### src/rtl/mips_dump_pkg.sv
// mips_dump_pkg: shared FSM encoding and default memory sizing for the dump reader
package mips_dump_pkg;
  localparam int DEF_ADDR_W = 4;
  localparam int DEF_DATA_W = 32;
  typedef enum logic [2:0] {
    IDLE = 3'd0,
    READ = 3'd1,
    CAPT = 3'd2,
    SEND = 3'd3,
    CSUM = 3'd4,
    DONE = 3'd5
  } state_t;
endpackage

### src/rtl/dump_csum_acc.sv
// dump_csum_acc: modulo-2^DATA_W running sum of accepted dump words
//   clk1/rst_n : clock, synchronous active-low reset
//   clr        : zero the sum (start of a dump)
//   add        : accumulate din this cycle
//   din / sum  : word in, running sum out
module dump_csum_acc #(
  parameter int DATA_W = 32
) (
  input  logic              clk1,
  input  logic              rst_n,
  input  logic              clr,
  input  logic              add,
  input  logic [DATA_W-1:0] din,
  output logic [DATA_W-1:0] sum
);
  always_ff @(posedge clk1)
    if (!rst_n || clr) sum <= '0;
    else if (add) sum <= sum + din;
endmodule

### src/rtl/mips_mem_dump_reader.sv
// mips_mem_dump_reader: after HALTED, streams data memory [BASE..BASE+COUNT-1] out as addr/data/last beats
//   clk1, rst_n            : clock, synchronous active-low reset
//   halted                 : pipeline halt flag, starts a dump
//   mem_rd_en/addr/data    : synchronous read port, data valid one cycle after en
//   out_valid/ready/data/addr/last : output stream
//   busy, done             : status
//   DUMP_CHECKSUM_EN       : when defined, appends a sum beat (addr 0, last=1)
module mips_mem_dump_reader
  import mips_dump_pkg::*;
#(
  parameter int ADDR_W = DEF_ADDR_W,
  parameter int DATA_W = DEF_DATA_W,
  parameter int BASE   = 0,
  parameter int COUNT  = 16
) (
  input  logic              clk1,
  input  logic              rst_n,
  input  logic              halted,
  output logic              mem_rd_en,
  output logic [ADDR_W-1:0] mem_rd_addr,
  input  logic [DATA_W-1:0] mem_rd_data,
  output logic              out_valid,
  input  logic              out_ready,
  output logic [DATA_W-1:0] out_data,
  output logic [ADDR_W-1:0] out_addr,
  output logic              out_last,
  output logic              busy,
  output logic              done
);
  localparam logic [ADDR_W-1:0] FIRST = ADDR_W'(BASE);
  localparam logic [ADDR_W-1:0] LAST  = ADDR_W'(BASE + COUNT - 1);
  state_t state, nxt;
  logic [ADDR_W-1:0] cnt, addr_q;
  logic [DATA_W-1:0] data_q;
  logic last_q;
  logic send_fire;
  assign send_fire = state == SEND && out_ready;
`ifdef DUMP_CHECKSUM_EN
  logic [DATA_W-1:0] sum;
  dump_csum_acc #(.DATA_W(DATA_W)) u_acc (
    .clk1(clk1),
    .rst_n(rst_n),
    .clr(state == IDLE && halted),
    .add(send_fire),
    .din(data_q),
    .sum(sum)
  );
  localparam state_t AFTER_LAST = CSUM;
`else
  localparam state_t AFTER_LAST = DONE;
`endif
  always_ff @(posedge clk1)
    if (!rst_n) state <= IDLE;
    else state <= nxt;
  always_comb begin
    nxt = state;
    unique case (state)
      IDLE:    nxt = halted ? READ : IDLE;
      READ:    nxt = CAPT;
      CAPT:    nxt = SEND;
      SEND:    nxt = out_ready ? (last_q ? AFTER_LAST : READ) : SEND;
      CSUM:    nxt = out_ready ? DONE : CSUM;
      DONE:    nxt = halted ? DONE : IDLE;
      default: nxt = IDLE;
    endcase
  end
  always_ff @(posedge clk1)
    if (!rst_n) begin
      cnt    <= FIRST;
      addr_q <= '0;
      data_q <= '0;
      last_q <= 1'b0;
    end else begin
      if (state == IDLE && halted) cnt <= FIRST;
      if (state == CAPT) begin
        data_q <= mem_rd_data;
        addr_q <= cnt;
        last_q <= cnt == LAST;
      end
      if (send_fire && !last_q) cnt <= cnt + ADDR_W'(1);
    end
  always_comb begin
    mem_rd_en   = state == READ;
    mem_rd_addr = state == READ ? cnt : '0;
    out_valid   = state == SEND || state == CSUM;
    busy        = state != IDLE && state != DONE;
    done        = state == DONE;
`ifdef DUMP_CHECKSUM_EN
    out_data    = state == CSUM ? sum : data_q;
    out_addr    = state == CSUM ? '0 : addr_q;
    out_last    = state == CSUM;
`else
    out_data    = data_q;
    out_addr    = addr_q;
    out_last    = last_q;
`endif
  end
endmodule

### config.mk
export PLATFORM = sky130hd
export DESIGN_NAME = mips_mem_dump_reader
export DESIGN_NICKNAME = d
export VERILOG_FILES = /design/src/rtl/mips_dump_pkg.sv /design/src/rtl/dump_csum_acc.sv /design/src/rtl/mips_mem_dump_reader.sv
export SDC_FILE = /design/constraint.sdc
export NUM_CORES = 1
export LEC_CHECK = 0
export ABC_AREA = 1
export CORE_MARGIN = 5
export CORE_UTILIZATION = 36
export DETAILED_ROUTE_END_ITERATION = 16
export HOLD_SLACK_MARGIN = 0.03
export PLACE_DENSITY = 0.73
export SLEW_MARGIN = 15
export SYNTH_ARGS = -nofsm -noshare
export SYNTH_HDL_FRONTEND = slang
export SYNTH_SLANG_ARGS = --single-unit
### constraint.sdc
create_clock -name clk1 -period 1.3 [get_ports clk1]
set_clock_uncertainty 0.15 [all_clocks]
set_input_delay 0.26 -clock clk1 [delete_from_list [all_inputs] [get_ports clk1]]
set_output_delay 0.26 -clock clk1 [all_outputs]
set_load 0.005 [all_outputs]
# After elaboration in Yosys (flattened, before gate mapping)

Index checks and enable logic that the tools add are counted.

Reduce and logical (&&, ||, !) cells: 9
Muxes and demuxes: 9
Add/subtract/negate cells: 1
Equal/unequal tests: 7

Operator list:

| cell                  | count |
|---|---|
| $pmux W3 S6           | 1 |
| $mux W4               | 3 |
| $mux W3               | 3 |
| $eq A3 B2 Y1 const B  | 2 |
| $eq A3 B3 Y1 const B  | 2 |
| $add A4 B1 Y4 const B | 1 |
| $eq A4 B4 Y1 const B  | 1 |
| $logic_and A1 B1 Y1   | 4 |
| $eq A3 B1 Y1 const B  | 1 |
| $logic_not A3 Y1      | 1 |
| $ne A3 B3 Y1 const B  | 1 |
| $reduce_bool A3 Y1    | 1 |
| $mux W1               | 2 |
| $reduce_bool A2 Y1    | 1 |
| $logic_not A1 Y1      | 1 |
| $logic_or A1 B1 Y1    | 1 |

Flip-flop bits (word level): 44
Word-level logic and storage cells: 31
Input bits: 36
Output and inout port bits: 45

# Logic depth before layout (Yosys ltp)

Depth after elaboration: 4
Gate-level depth with buffers: 7
Gate-level depth less buffers: 7

# Least setup slack after synthesis

OpenSTA, ideal clock, no wires.

Path kind: reg-to-output
From: reg state[0]
To: out mem_rd_addr[0]
Buffers on the path: 0
Cell stages (with the launch flop): 5
Arrival: 0.827 ns
Slack: 0.063 ns
Data required time: 0.890 ns
Cells stage by stage: dfxtp_1 > nand2_1 > nor2_1 > inv_1 > nor2_1

Word-level cells in the longest chain between the ends: 2

Ends and longest elaborated chain:

| element                  | RTL line                   | source |
|---|---|---|
| start: declaration       | mips_mem_dump_reader.sv:32 | `state_t state, nxt;` |
| start signal: assignment | mips_mem_dump_reader.sv:54 | `else state <= nxt;` |
| $eq A3 B1 Y1             | n/a                        |  |
| via mem_rd_en            | mips_mem_dump_reader.sv:19 | `output logic mem_rd_en,` |
| $mux W4                  | mips_mem_dump_reader.sv:84 | `mem_rd_addr = state == READ ? cnt : '0;` |
| end: declaration         | mips_mem_dump_reader.sv:20 | `output logic [ADDR_W-1:0] mem_rd_addr,` |

The timed path passes the listed nets, and every way through them passes these cells.

# Worst setup path after layout

From: reg state[2]
To: out mem_rd_addr[0]

Word-level cells in the longest chain between the ends: 2

Ends and longest elaborated chain:

| element      | RTL line |
|---|---|
| $eq A3 B1 Y1 | mips_mem_dump_reader.sv:84 |
| $mux W4      | mips_mem_dump_reader.sv:84 |

No other way between the ends.

==> metrics.cfg <==
[setup_path]
reg2reg_from = state[1]
crit_family = flip-flops
critPathBufInv = 3
cp.depth = 5
criticalPathCategory = register to output port
rr_worst_depth = 9
r2r_setup_slack_ns = -0.23
crit_path_end_kind = output port
cp-startpoint = state[2]
worstPathMaxFanout = 4
slowest_stage = dfxtp_4
critPathLaunchType = register
path_cells = buf_12 > nor2_4 > inv_2 > nor2_1 > buf_2
arrival_ns = 1.17
cp.required_ns = 0.89
cp_slowest_stage_delay_ns = 0.37

[routing]
avgViaCountPerCell = 4.76
wirelength_um = 5780
vias = 1874
drt_iter0_markers = 43
drc = 0
antenna_left = 0
avgRoutedWirePerCell_um = 14.7
dr.pass1.iters = 4

[yosys]
synth_cell_types = 18
yosys.area.top_type = dfxtp_1
avgSynthCellArea_um2 = 7.54
ys_warn_count = 0
synth_nets = 261
ys_ff_latch = 44
synthTopCellsByArea = dfxtp_1, nor2_1, o21ai_0
synthCells = 224
seq_area_frac_synth_pct = 52.2
synth_area_mm2 = 0.00169
synth_top_cell_area_share_pct = 52.2

[cts]
numCtsBuffers = 5
cts_root_buf = clkbuf_8
path_clk_slew_ns = 0.08
cts-hold-fix-buffers = 0
clock_path_buffers = 2
cts_num_sinks = 44
cts_tree = yes
htree_levels = 2
clk_latency_ns = 0.29

[global_route]
grt_max_degree = 35
grt_antenna_before_repair = 0
grt_pass1_wl_um = 8640
grt_pass1_vias = 1824
grt-ovfl-total = 0
grt_util_all_layers_pct = 17.7

[power]
power_leakage_nw = 1.39
peakVddDrop_mv = 0.659
power_density_mw_per_mm2 = 1050

[min_path]
min_from = out_data[24]
hp-class = register to register
min_path_cells = 2

[floorplan]
io_pins = 81
num_rows = 25
initial_utilization_pct = 36.5
die-width_um = 78.5
coreArea_mm2 = 0.00463
die_area_mm2 = 0.00616
die_h_um = 78.5

[final_layout]
final_common_cell = nor2_1
fin_util_pct = 72.4
antennaDiodeCount = 0
design_area_mm2 = 0.00335
drive_gt1_share_pct = 44.7
finalNonFillerCells = 394
mostFrequentLayoutCells = nor2_1, clkdlybuf4s50_1, clkdlybuf4s15_1
final_nets = 376
synthToLayoutAreaGrowth_pct = 98.6

[sta]
finalHoldViolations = 0
finalWorstSetupSlack_ns = -0.284
worstMarginPinSlew_ns = 0.296
fin_crit_ns = 1.58
period_share_pct = 122
setup_viol = 49
fin_tns_setup_ns = -7.86
rsz0062_at_grt = yes
slew_violations = 0
hold_ws_ns = 0.339
max_freq_mhz = 631
relSlewSlack_pct = 80.2

[placed_design]
dpl_cell_area_mm2 = 0.00264
dp_hpwl_um = 3370
portBuffers = 80
gp_congestion = 0.807
placed_cells = 366

[run_status]
violations = setup timing
status = finished, violations left

[flow_run]
maxCapViolations = 0

==> layout make-up <==
cell class | instances | area, um^2
well taps | 54 | 67.6
repair buffers | 119 | 1210
inverters | 12 | 70.1
fillers | 341 | 1280
clock buffers | 6 | 72.6
multi-input cells | 157 | 966
clock inverters | 2 | 35.0
flip-flops and latches | 44 | 927
==> logic make-up after synthesis <==
kind of cell	share of synthesized area, %
AND/OR/NAND/NOR	25.4
flip-flops	52.2
adder cells (fa/ha/maj)	0.741
buffers and inverters	6.45
AO/OA/AOI/OAI	15.2
==> power breakdown <==
group	leakage, nW	switching [mW]	total [mW]	internal [mW]
Combinational	0.966	0.417	0.955	0.538
Clock	0.0552	0.452	1.02	0.570
Sequential	0.373	0.0745	1.55	1.48
Total	1.39	0.944	3.53	2.59
==> sequential cells by signal, summed over array words and instances (netlist names) <==
name and cells:
cnt 4, out_addr 4, out_data 32, out_last 1, state 3
==> Yosys cell counts <==
master,count
ha_1,1
nand4_1,2
buf_4,5
nand3_1,7
nor2_1,77
o21ai_0,35
nor2_4,1
inv_2,2
buf_2,3
inv_1,10
nand2_1,16
o22ai_1,1
o21ai_1,2
a21oi_1,13
clkbuf_1,3
nand2_4,1
dfxtp_1,44
nor3_2,1
==> worst min-delay path, stage by stage (launching register included) <==
cell and delay [ns]:
dfxtp_2 0.33, o21ai_1 0.06, nor2_1 0.06
==> final timing paths <==
path                         end
setup / recovery  mem_rd_addr[0]
hold / removal      out_data[24]
setup reg to reg    out_data[25]
hold reg to reg     out_data[24]
==> through the flow <==
step	worst slack, ns	power, mW
after global placement	-0.334	2.20
after CTS	-0.259	3.34
after global routing	-0.339	3.71
after detailed placement	-0.393	2.22
after floorplan	0.0630	1.79
final	-0.284	3.53
==> repair_timing <==
| item | 4_1_cts | 5_1_grt |
|---|---|---|
| resized for setup | 143 | 126 |
| endpoints found under the hold margin | 0 | 0 |
| buffers inserted | 6 | 10 |
| setup endpoints to repair | 86 | 85 |
| pin swaps | 6 | 28 |
| cloned | 3 | 2 |
==> metal layers <==
metal	up-vias	part of all wire [%]	global-route usage, %
met3	7	5.7	5.16
met4	0	0.88	5.77
met5	-	0	0
met2	44	50	30.7
met1	869	43	20.8
li1	954	-	-
(Power assumes the default switching activity.)
